<file path="config.mk">
export PLATFORM = sky130hd
export DESIGN_NAME = load_store_unit
export DESIGN_NICKNAME = d
export VERILOG_FILES = /design/src/rtl/load_store_unit.sv
export SDC_FILE = /design/constraint.sdc
export NUM_CORES = 1
export LEC_CHECK = 0
export BUFFER_PORTS_ARGS = -buffer_cell sky130_fd_sc_hd__clkbuf_2
export CELL_PAD_IN_SITES_DETAIL_PLACEMENT = 0
export CELL_PAD_IN_SITES_GLOBAL_PLACEMENT = 1
export CORE_MARGIN = 2
export CORE_UTILIZATION = 34
export CTS_BUF_LIST = sky130_fd_sc_hd__clkbuf_4
export DETAILED_ROUTE_END_ITERATION = 8
export GPL_ROUTABILITY_DRIVEN = 0
export PLACE_DENSITY_LB_ADDON = 0.1
export SYNTH_ARGS = -nofsm -noshare
export SYNTH_HDL_FRONTEND = slang
export SYNTH_SLANG_ARGS = --single-unit
</file>
<file path="constraint.sdc">
create_clock -name clk -period 1.8 [get_ports clk]
set_input_delay 0.36 -clock clk [delete_from_list [all_inputs] [get_ports clk]]
set_output_delay 0.36 -clock clk [all_outputs]
set_load 0.01 [all_outputs]
</file>
<file path="src/rtl/load_store_unit.sv">
// RISC-V load/store unit: one outstanding access, byte-lane steering, load extension, response timeout.
// Build option LSU_MISALIGN_TRAP_EN: fault misaligned accesses instead of force-aligning them.
module load_store_unit #(
   parameter int XLEN    = 32,
   parameter int TIMEOUT = 255
) (
   input  logic              clk,
   input  logic              rst_n,
   input  logic              req_valid,
   output logic              req_ready,
   input  logic              req_store,
   input  logic [2:0]        req_funct3,
   input  logic [XLEN-1:0]   req_base,
   input  logic [XLEN-1:0]   req_offset,
   input  logic [XLEN-1:0]   req_wdata,
   output logic              rsp_valid,
   output logic [XLEN-1:0]   rsp_data,
   output logic              rsp_err,
   output logic              mem_read,
   output logic              mem_write,
   output logic [XLEN-1:0]   mem_address,
   output logic [XLEN/8-1:0] mem_byte_enable,
   output logic [XLEN-1:0]   mem_wdata,
   input  logic [XLEN-1:0]   mem_rdata,
   input  logic              mem_resp
);
   localparam int NB = XLEN / 8;
   localparam int LB = $clog2(NB);
   localparam int TW = (TIMEOUT > 1) ? $clog2(TIMEOUT + 1) : 1;
   localparam logic [TW-1:0] TMR_INIT = (TIMEOUT > 0) ? TW'(TIMEOUT - 1) : '0;

   // state  | meaning
   // IDLE   | ready for a request
   // ACCESS | strobe asserted, waiting for mem_resp or timeout
   // DONE   | rsp_valid pulse, result registers already updated
   typedef enum logic [1:0] {IDLE, ACCESS, DONE} state_t;

   state_t          state_q, state_d;
   logic [XLEN-1:0] addr_q, addr_d, wdata_q, wdata_d, rsp_data_q, rsp_data_d;
   logic [LB-1:0]   off_q, off_d;
   logic [2:0]      f3_q, f3_d;
   logic            store_q, store_d, rsp_err_q, rsp_err_d;
   logic [NB-1:0]   be_q, be_d;
   logic [TW-1:0]   tmr_q, tmr_d;

   logic [XLEN-1:0] ea, shifted, ld_ext;
   logic [LB-1:0]   off_raw, mask, off_al;
   logic [NB-1:0]   be_st;
   logic            legal, misal, bad;

   always_comb begin
      ea      = req_base + req_offset;
      off_raw = ea[LB-1:0];
      mask    = '0;
      be_st   = '0;
      case (req_funct3[1:0])
         2'd0:    begin mask = LB'(3'd0); be_st = NB'(8'h01); end
         2'd1:    begin mask = LB'(3'd1); be_st = NB'(8'h03); end
         2'd2:    begin mask = LB'(3'd3); be_st = NB'(8'h0F); end
         default: begin mask = LB'(3'd7); be_st = NB'(8'hFF); end
      endcase
      misal  = |(off_raw & mask);
      off_al = off_raw & ~mask;
      be_st  = be_st << off_al;
      if (req_store)
         legal = (req_funct3 inside {3'b000, 3'b001, 3'b010}) ||
                 (XLEN == 64 && req_funct3 == 3'b011);
      else
         legal = (req_funct3 inside {3'b000, 3'b001, 3'b010, 3'b100, 3'b101}) ||
                 (XLEN == 64 && (req_funct3 == 3'b011 || req_funct3 == 3'b110));
`ifdef LSU_MISALIGN_TRAP_EN
      bad = !legal || misal;
`else
      bad = !legal;
`endif
   end

   always_comb begin
      shifted = mem_rdata >> {off_q, 3'b000};
      case (f3_q)
         3'b000:  ld_ext = XLEN'($signed(shifted[7:0]));
         3'b001:  ld_ext = XLEN'($signed(shifted[15:0]));
         3'b010:  ld_ext = XLEN'($signed(shifted[31:0]));
         3'b011:  ld_ext = shifted;
         3'b100:  ld_ext = XLEN'(shifted[7:0]);
         3'b101:  ld_ext = XLEN'(shifted[15:0]);
         3'b110:  ld_ext = XLEN'(shifted[31:0]);
         default: ld_ext = '0;
      endcase
   end

   always_comb begin
      state_d    = state_q;
      addr_d     = addr_q;
      off_d      = off_q;
      f3_d       = f3_q;
      store_d    = store_q;
      be_d       = be_q;
      wdata_d    = wdata_q;
      tmr_d      = tmr_q;
      rsp_data_d = rsp_data_q;
      rsp_err_d  = rsp_err_q;
      case (state_q)
         IDLE: begin
            if (req_valid) begin
               addr_d  = {ea[XLEN-1:LB], {LB{1'b0}}};
               off_d   = off_al;
               f3_d    = req_funct3;
               store_d = req_store;
               be_d    = req_store ? be_st : '1;
               wdata_d = req_store ? (req_wdata << {off_al, 3'b000}) : '0;
               tmr_d   = TMR_INIT;
               if (bad) begin
                  state_d    = DONE;
                  rsp_data_d = '0;
                  rsp_err_d  = 1'b1;
               end else begin
                  state_d = ACCESS;
               end
            end
         end
         ACCESS: begin
            if (mem_resp) begin
               state_d    = DONE;
               rsp_data_d = store_q ? '0 : ld_ext;
               rsp_err_d  = 1'b0;
            end else if (TIMEOUT > 0 && tmr_q == '0) begin
               state_d    = DONE;
               rsp_data_d = '0;
               rsp_err_d  = 1'b1;
            end else if (TIMEOUT > 0) begin
               tmr_d = tmr_q - 1'b1;
            end
         end
         default: state_d = IDLE;
      endcase
   end

   always_ff @(posedge clk or negedge rst_n) begin
      if (!rst_n) begin
         state_q    <= IDLE;
         addr_q     <= '0;
         off_q      <= '0;
         f3_q       <= '0;
         store_q    <= 1'b0;
         be_q       <= '0;
         wdata_q    <= '0;
         tmr_q      <= '0;
         rsp_data_q <= '0;
         rsp_err_q  <= 1'b0;
      end else begin
         state_q    <= state_d;
         addr_q     <= addr_d;
         off_q      <= off_d;
         f3_q       <= f3_d;
         store_q    <= store_d;
         be_q       <= be_d;
         wdata_q    <= wdata_d;
         tmr_q      <= tmr_d;
         rsp_data_q <= rsp_data_d;
         rsp_err_q  <= rsp_err_d;
      end
   end

   assign req_ready       = (state_q == IDLE);
   assign rsp_valid       = (state_q == DONE);
   assign rsp_data        = rsp_data_q;
   assign rsp_err         = rsp_err_q;
   assign mem_read        = (state_q == ACCESS) && !store_q;
   assign mem_write       = (state_q == ACCESS) && store_q;
   assign mem_address     = addr_q;
   assign mem_byte_enable = be_q;
   assign mem_wdata       = wdata_q;
endmodule
</file>
==> results of run 1 <==
==> cells in the mapped netlist (all sizes together), types with 10 or more instances <==
cell / n / area (um^2)
a21oi: 76 / 384
clkbuf: 31 / 116
nor3: 11 / 55.1
xor2: 14 / 123
mux2i: 26 / 260
xnor2: 13 / 114
a22o: 16 / 140
dfrtp: 115 / 2880
o21a: 10 / 75.1
inv: 13 / 48.8
nand2: 162 / 608
o21ai: 99 / 507
nor2: 40 / 150
nand3: 13 / 65.1
ha: 33 / 413
nor2b: 11 / 71.3
==> state kept, by name (all words and copies together) (netlist names) <==
signal,count
rsp_err,1
rsp_data,32
mem_byte_enable,4
store_q,1
f3_q,3
state_q,2
mem_address,30
mem_wdata,32
tmr_q,8
off_q,2
==> through the flow <==
| step | total power (W) | utilization, % |
|---|---|---|
| global route | 0.0146 | 51.2 |
| detailed placement | 0.0111 | 47.8 |
| CTS | 0.0131 | 49.7 |
| global placement | 0.0110 | 47.8 |
| floorplan | 0.00808 | - |
| finish | 0.0135 | 51.2 |
==> routing by layer <==
metal,routed length (um),GRT usage [%],part of all wire (%),vias up
li1,-,-,-,3621
met1,10500,28.7,46,3332
met2,10700,33.0,47,211
met3,1260,4.20,5.5,27
met4,355,5.63,1.6,0
met5,0,0,0,-
==> area by class of cell <==
type                            count  area, um^2  share of cell area [%]
Sequential cell                   115        2880                    27.8
Antenna cell                        1        2.50                  0.0242
Inverter                           13        48.8                   0.471
Multi-Input combinational cell    642        4360                    42.1
Timing Repair Buffer              379        2480                    24.0
Clock inverter                     15         110                    1.06
Clock buffer                       17         128                    1.23
Tap cell                          270         338                    3.26
==> power by group <==
part	switching [W]	leakage, nW	internal, W	total [W]
combinational	0.00386	3.47	0.00337	0.00723
sequential	0.000830	1.45	0.00372	0.00455
clock	0.00116	0.134	0.000556	0.00172
==> cells by family (layout without fill, tap and decap cells) <==
group	count (synthesis)	after routing	synth area share, %
simple gates	280	280	17.9
compound gates	273	273	24.8
flops	115	115	41.1
buf+inv	51	424	2.91
fa+ha+maj	34	34	6.18
xor+xnor	27	27	3.38
mux	26	26	3.71
other cells	1	3	0.0535
==> worst paths after layout <==
kind | slack (ps) | from | end
worst min-delay path | 60 | req_wdata[0] | mem_wdata[0]$_DFFE_PN0P_
worst max-delay path | -130 | req_offset[0] | mem_address[26]$_DFFE_PN0P_
max in group asynchronous | 1100 | rst_n | off_q[1]$_DFFE_PN0P_
worst max register to register | -30 | tmr_q[5]$_DFFE_PN0P_ | rsp_data[16]$_DFFE_PN0P_
min in group asynchronous | 160 | rst_n | rsp_data[6]$_DFFE_PN0P_
worst min register to register | 480 | mem_address[5]$_DFFE_PN0P_ | mem_address[5]$_DFFE_PN0P_
==> what timing repair did <==
action                     CTS  global route
resized for setup           14            63
setup endpoints to repair   28            57
pin swaps                   12            25
hold buffers                 1             0
hold endpoints to repair   115             0
cloned                       0             4
buffers inserted            10             4
==> out/metrics.csv, run 1 <==
metric,value,unit
powerDensity,1300,nW/um^2
r2r_cells,7,
tightestPinTransition,644,ps
placed_cell_area,9680,um^2
netlist_area,7010,um^2
yosysWarnings,0,
grt_pass1_vias,6964,
worst_path_most_repeated_cell,buf_6,
drive_above_1_share,42.0,%
crit_type,input port to flop,
hp-class,input port to flop,
hpwl,17400,um
viasPerCell,4.95,
hold_viol_final,0,
start_kind,input port,
die_area,21800,um^2
ys_types,64,
synth_area_per_cell,8.68,um^2
port_buffers,238,
numCtsBuffers,17,
clk_path_buf_depth,2,
violations,negative setup slack,
htree_levels,4,
max_cap_viol_count,0,
wl,22900,um
yosysSeqAreaShare,41.1,%
syn_inst,807,
path_buf_inv,4,
cp_max_fo,4,
io_pins,241,
clock-skew-final,18.5,ps
num_rows,52,
fin_area,10400,um^2
dieHeight,148,um
clkTransAtPathRegs,140,ps
fin_tns_setup,-758,ps
start_util,34.6,%
cp_top_family,compound AO/OA/AOI/OAI gates,
setup_viol,21,
p_leak,5.05,nW
core-area,20200,um^2
ir_drop,448,uV
final_cells,1452,
slew_headroom,57.0,%
run_status,"finished, violations left",
die_x,148,um
cp-end-kind,flop,
synth_edf_count,0,
dr.pass1.iters,4,
placed_cells,1400,
rsz0062_at_grt,yes,
antenna_left,0,
ys_ff_latch,115,
crit_cells,14,
fin_hold_ws,60.7,ps
grt_use_total,20.7,%
async_flop_share,100,%
fin_crit,1930,ps
place_ws,-722,ps
path_cells,buf_6 -> ha_4 -> inv_2 -> fa_2 -> nor2b_2 -> o31a_2 -> o2111ai_2 -> nand3_2 -> a31oi_4 -> o21a_1 -> buf_6 -> buf_6 -> nand4_1 -> nand3_1,
vias,7191,
finalCritPeriodShare,107,%
nFillCells,2028,
grt_overflow,0,
slowest_delay,360,ps
grt_max_degree,57,
final_net_count,1338,
cts-root-buf,clkbuf_4,
whs_path_depth,2,
clk_latency,560,ps
grt_first_pass_wirelength,36000,um
wl_per_cell,15.7,um
setup_ws,-133,ps
cts.sinks,115,
drt_iter0_markers,323,
cp_data_required_time,2300,ps
final_cell_mix,"231 x clkbuf_2, 152 x nand2_1, 121 x buf_4",
antenna_found_initial,1,
route.detailed.drc,0,
cp_slowest_cell,o31a_2,
worstPathArrival,2430,ps
cts_tree,done,
fmax,517,MHz
layout_commonest_cell,clkbuf_2,
ys.flop_type,dfrtp_1,
syn_to_final_growth,47.8,%
slew_violations,0,
(Power assumes the default switching activity.)
==> run 2, diff against run 1 <==
--- a/config.mk
+++ b/config.mk
@@ -5,13 +5,14 @@
 export SDC_FILE = /design/constraint.sdc
 export NUM_CORES = 1
 export LEC_CHECK = 0
-export BUFFER_PORTS_ARGS = -buffer_cell sky130_fd_sc_hd__clkbuf_2
+export ABC_AREA = 1
 export CELL_PAD_IN_SITES_DETAIL_PLACEMENT = 0
 export CELL_PAD_IN_SITES_GLOBAL_PLACEMENT = 1
 export CORE_MARGIN = 2
-export CORE_UTILIZATION = 34
+export CORE_UTILIZATION = 42
 export CTS_BUF_LIST = sky130_fd_sc_hd__clkbuf_4
 export DETAILED_ROUTE_END_ITERATION = 8
+export DONT_BUFFER_PORTS = 1
 export GPL_ROUTABILITY_DRIVEN = 0
 export PLACE_DENSITY_LB_ADDON = 0.1
 export SYNTH_ARGS = -nofsm -noshare
==> out/metrics.csv, run 2 <==
metric,value,unit,change
num_rows,50,,-3.8%
place_ws,-153,ps,+569 ps
htree_levels,4,,unchanged
grt_max_degree,116,,+100%
multi_input_area,4320,um^2,-0.89%
ir_drop,450,uV,+0.26%
run_status,"finished, violations left",,
max_cap_viol_count,0,,unchanged
clock-skew-final,26.8,ps,+8.33 ps
setup_ws,93.5,ps,+227 ps
start_util,42.7,%,+8.1 points
crit_type,flop to primary output,,
grt_pass1_vias,7065,,+1.5%
clkTransAtPathRegs,130,ps,about the same
syn_inst,1162,,+44%
dr.pass1.iters,5,,+1
wl_per_cell,15.8,um,+0.33%
dieHeight,142,um,-3.8%
vias,7393,,+2.8%
yosysWarnings,0,,unchanged
placed_cells,1416,,+1.1%
ys_types,48,,-25%
grt_overflow,0,,unchanged
die_area,20100,um^2,-7.4%
fin_tns_setup,0,ps,+758 ps
hold_viol_final,115,,+115
antenna_left,0,,unchanged
core-area,18700,um^2,-7.6%
hpwl,17900,um,+2.7%
yosysSeqAreaShare,36.0,%,-5.1 points
async_flop_share,100,%,unchanged
hp-class,input port to asynchronous set/reset pin,,
die_x,142,um,-3.8%
synth.most_common_cell,nand2_1,,
slowest_delay,460,ps,+100 ps
cp_slowest_cell,dfrtp_2,,
path_cells,nor2_4 -> inv_2 -> nor2_4,,
fmax,586,MHz,+13%
netlist_area,7990,um^2,+14%
fin_crit,1710,ps,-227 ps
cp-startpoint,state_q[1]$_DFFE_PN0P_,,
clk_latency,540,ps,-20 ps
worst_path_most_repeated_cell,nor2_4,,
cts_tree,done,,
ys.flop_type,dfrtp_1,,
io_pins,241,,unchanged
grt_use_total,23.2,%,+2.5 points
rrSetupSlack,100,ps,+130 ps
grt_first_pass_wirelength,36600,um,+1.7%
start_kind,flop,,
layout_commonest_cell,nand2_1,,
final_cell_mix,"442 x nand2_1, 151 x inv_1, 114 x dfrtp_1",,
synthTopCellsByCount,"442 x nand2_1, 151 x inv_1, 115 x dfrtp_1, 72 x nor2_1, 60 x nand3_1",,
ff_latch_area,2880,um^2,about the same
drive_above_1_share,12.0,%,-30 points
cts.sinks,115,,unchanged
clk_path_buf_depth,2,,unchanged
numCtsBuffers,17,,unchanged
cp_top_family,flip-flops,,
r2r_end,mem_wdata[8]$_DFFE_PN0P_,,
synth_area_leaders,"dfrtp_1 36%, nand2_1 21%, inv_1 7.1%",,
viasPerCell,5.02,,+1.3%
p_total,0.0118,W,-12%
cts-root-buf,clkbuf_4,,
holdBufCountCts,16,,+15
violations,negative hold slack,,
finalCritPeriodShare,94.8,%,-13 points
final_cells,1473,,+1.4%
synth_area_per_cell,6.88,um^2,-21%
syn_to_final_growth,14.2,%,
drt_iter0_markers,328,,+1.5%
cp-end-kind,primary output,,
synth_top_area_share,36.0,%,-5.1 points
antenna_found_initial,1,,unchanged
nFillCells,1969,,-2.9%
powerDensity,1290,nW/um^2,-0.69%
path_buf_inv,1,,-3
setup_viol,0,,-100%
port_buffers,0,,-100%
worstPathArrival,1350,ps,-1080 ps
final_net_count,1395,,+4.3%
yosys.area.top_type,dfrtp_1,,
r2r_cells,9,,+2
slew_violations,0,,unchanged
reg2reg_from,state_q[1]$_DFFE_PN0P_,,
synth_edf_count,0,,unchanged
cp_data_required_time,1440,ps,-860 ps
p_leak,4.95,nW,-2.0%
fin_hold_ws,-510,ps,-571 ps
route.detailed.drc,0,,unchanged
rsz0062_at_grt,no,,
ys_ff_latch,115,,unchanged
wl,23300,um,+1.8%
cp_max_fo,6,,+2
[run 2: final cells by class]
cell class,count,share of cell area (%)
tap,234,3.21
multi-input combinational,850,47.4
antenna,1,0.0274
timing repair buffer,80,7.74
sequential,115,31.5
inverter,161,6.73
clock buffer,18,1.48
clock inverter,14,1.92
[run 2: stage by stage]
stage	utilization, %	cell area, um^2
after CTS	48.4	9040
after global routing	48.8	9130
after global placement	45.7	8550
after detailed placement	45.7	8550
final	48.8	9130
after floorplan	-	8000
[run 2: worst max path at each step]
| stage | endpoint | cells past startpoint |
|---|---|---|
| finish | mem_write | 3 |
| global route | mem_write | 3 |
| CTS | mem_wdata[8]$_DFFE_PN0P_ | 9 |
| detailed placement | mem_address[30]$_DFFE_PN0P_ | 13 |
| global placement | mem_address[30]$_DFFE_PN0P_ | 13 |
| floorplan | mem_wdata[17]$_DFFE_PN0P_ | 7 |
[run 2: layer usage]
| layer | global-route usage (%) | share of wire, % | vias to the layer above |
|---|---|---|---|
| met5 | 0 | 0 | - |
| met4 | 7.00 | 2.2 | 0 |
| met1 | 29.1 | 43 | 3341 |
| met3 | 4.95 | 6.3 | 30 |
| met2 | 40.3 | 48 | 202 |
| li1 | - | - | 3820 |
[run 2: report_power, final]
part / leakage, nW / switching (W) / internal [W]
clock network: 0.160 / 0.00112 / 0.000993
registers: 1.46 / 0.00139 / 0.00366
logic: 3.33 / 0.00287 / 0.00178
total: 4.95 / 0.00538 / 0.00644
[run 2: cells by family (layout without fill, tap and decap cells)]
logic type	count (synthesis)	after routing	share of synthesized area [%]
buffers and inverters	198	273	10.4
XOR/XNOR	17	17	1.86
adder cells (fa/ha/maj)	34	34	5.42
other	1	3	0.0469
AO/OA/AOI/OAI	181	181	13.8
flip-flops	115	115	36.0
multiplexers	7	7	0.877
AND/OR/NAND/NOR	609	609	31.6
[run 2: worst register-to-register path, cell delays in order (launching register included)]
cell	delay [ps]
dfrtp_2	460
buf_4	150
nor2_4	200
nand2_8	110
nor2_4	120
inv_2	90
nor2_4	120
inv_4	100
buf_12	150
o21ai_1	140
[run 2: repair_timing]
action / CTS / global route
setup buffers: 2 / 6
gates resized for setup: 2 / 9
endpoints found under the hold margin: 129 / 115
pin swaps: 0 / 2
endpoints found under the setup margin: 2 / 23
==> run 3, diff against run 2 <==
--- a/config.mk
+++ b/config.mk
@@ -5,11 +5,10 @@
 export SDC_FILE = /design/constraint.sdc
 export NUM_CORES = 1
 export LEC_CHECK = 0
-export ABC_AREA = 1
 export CELL_PAD_IN_SITES_DETAIL_PLACEMENT = 0
 export CELL_PAD_IN_SITES_GLOBAL_PLACEMENT = 1
 export CORE_MARGIN = 2
-export CORE_UTILIZATION = 42
+export CORE_UTILIZATION = 44
 export CTS_BUF_LIST = sky130_fd_sc_hd__clkbuf_4
 export DETAILED_ROUTE_END_ITERATION = 8
 export DONT_BUFFER_PORTS = 1
==> out/metrics.csv, run 3 (same netlist as run 1, synthesis figures left out) <==
metric,value,unit,change
final_cells,1165,,-21%
worstPathArrival,2300,ps,+950 ps
ff_latch_area,2880,um^2,unchanged
fin_hold_ws,-495,ps,+14.8 ps
cts_tree,done,,
cp-end-kind,flop,,
start_util,44.6,%,+1.9 points
cts.sinks,115,,unchanged
clk_path_buf_depth,2,,unchanged
clk_latency,530,ps,about the same
numCtsBuffers,17,,unchanged
hold_viol_final,115,,unchanged
dr.pass1.iters,4,,-1
clock-skew-final,20.3,ps,-6.49 ps
htree_levels,4,,unchanged
rsz0062_at_grt,yes,,
powerDensity,1340,nW/um^2,+3.6%
wl,21000,um,-9.7%
finalCritPeriodShare,104,%,+8.7 points
die_x,130,um,-8.3%
setup_ws,-63.2,ps,-157 ps
placed_cells,1100,,-22%
port_buffers,0,,unchanged
run_status,"finished, violations left",,
ir_drop,531,uV,+18%
setup_viol,12,,+12
final_cell_mix,"160 x nand2_1, 116 x buf_4, 114 x dfrtp_1",,
multi_input_area,4290,um^2,-0.84%
placed_cell_area,8310,um^2,-2.9%
slew_violations,0,,unchanged
violations,"negative hold slack, negative setup slack",,
dieHeight,130,um,-8.3%
hpwl,15700,um,-12%
drive_above_1_share,23.2,%,+11 points
antenna_found_initial,1,,unchanged
start_kind,flop,,
fmax,537,MHz,-8.4%
io_pins,241,,unchanged
num_rows,46,,-8.0%
clkTransAtPathRegs,110,ps,-20 ps
syn_to_final_growth,29.0,%,
die_area,16900,um^2,-16%
grt_pass1_vias,6722,,-4.9%
p_leak,4.00,nW,-19%
core-area,15700,um^2,-16%
combPwrFrac,39.3,%,about the same
grt_overflow,0,,unchanged
vias,6430,,-13%
hp-class,input port to asynchronous set/reset pin,,
fin_area,9030,um^2,-1.0%
final_net_count,1105,,-21%
grt_first_pass_wirelength,33100,um,-9.8%
p_seq_share,43.0,%,+0.3 points
nFillCells,1448,,-26%
p_total,0.0121,W,+2.5%
antenna_left,0,,unchanged
p_clk_share,17.7,%,-0.2 points
place_ws,-628,ps,-475 ps
route.detailed.drc,0,,unchanged
viasPerCell,5.52,,+10%
cp_data_required_time,2230,ps,+790 ps
fin_crit,1860,ps,+157 ps
cp_max_fo,5,,-1
p_int,0.00704,W,+9.3%
layout_commonest_cell,nand2_1,,
drt_iter0_markers,284,,-13%
cts-root-buf,clkbuf_4,,
crit_type,flop to flop,,
p_sw_share,41.9,%,-3.6 points
max_cap_viol_count,0,,unchanged
p_switching,0.00507,W,-5.7%
holdBufCountCts,22,,+6
grt_max_degree,116,,unchanged
wl_per_cell,18.0,um,+14%
grt_use_total,24.8,%,+1.6 points
## run 3: cell types whose count changed in the layout (fill, tap and decap cells not counted), sizes merged, moves of 7 or more
cell	previous run	this run
inv	164	13
and3	0	7
nor2	79	40
xor2	3	14
a211o	0	9
nand2b	0	7
o21a	0	10
mux2i	7	26
nand3	64	13
a21oi	48	76
nand2	449	162
nor2b	0	11
buf	64	124
## run 3: repair_timing
action	CTS	global route
endpoints found under the setup margin	17	68
resized for setup	10	15
pin swaps	3	19
gates cloned	0	0
hold endpoints to repair	147	115
buffers inserted	3	7
## run 3: cell type report
type                            instances  share of cell area, %
Multi-Input combinational cell        642                   47.5
Sequential cell                       115                   31.9
Timing Repair Buffer                  146                   13.7
Tap cell                              216                   2.99
Clock inverter                         12                   1.80
Clock buffer                           20                   1.66
Inverter                               13                  0.540
Antenna cell                            1                 0.0277
## run 3: worst max-delay path: stages, from the launching register on
cell and delay (ps):
dfrtp_1 390, inv_2 70, ha_4 160, a311oi_2 310, nor2_2 110, nor4_4 370
buf_4 200, xnor2_2 110, nand2_1 60
## run 3: stage by stage
step / TNS, ps / utilization (%)
2_1_floorplan: -7200 / -
3_3_place_gp: -11700 / 52.9
3_5_place_dp: -12980 / 52.9
4_1_cts: -238 / 56.6
5_1_grt: -2560 / 57.5
6_report: -218 / 57.5
## run 3: worst paths after layout
path | to | cells after the start | slack, ps | from
setup / recovery | tmr_q[3]$_DFFE_PN0P_ | 8 | -60 | tmr_q[1]$_DFFE_PN0P_
hold reg to reg | rsp_data[30]$_DFFE_PN0P_ | 2 | 550 | rsp_data[30]$_DFFE_PN0P_
hold / removal | rsp_data[5]$_DFFE_PN0P_ | 0 | -490 | rst_n
min in group clk | rsp_data[26]$_DFFE_PN0P_ | 2 | 50 | mem_rdata[26]
setup reg to reg | tmr_q[3]$_DFFE_PN0P_ | 8 | -60 | tmr_q[1]$_DFFE_PN0P_
max in group asynchronous | tmr_q[7]$_DFFE_PN0P_ | 0 | 2010 | rst_n
## run 3: routing by layer
metal	up-vias	part of all wire, %	GRT usage [%]
li1	3155	-	-
met1	3044	42	30.2
met2	209	49	42.0
met3	22	8.2	8.20
met4	0	1.2	6.96
met5	-	0	0
## run 3: power groups by stage
stage,Sequential [W],Clock [W],Combinational [W]
CTS,0.00523,0.00220,0.00467
detailed placement,0.00526,0,0.00451
floorplan,0.00487,0,0.00322
global route,0.00538,0.00233,0.00538
finish,0.00521,0.00215,0.00476
global placement,0.00523,0,0.00438
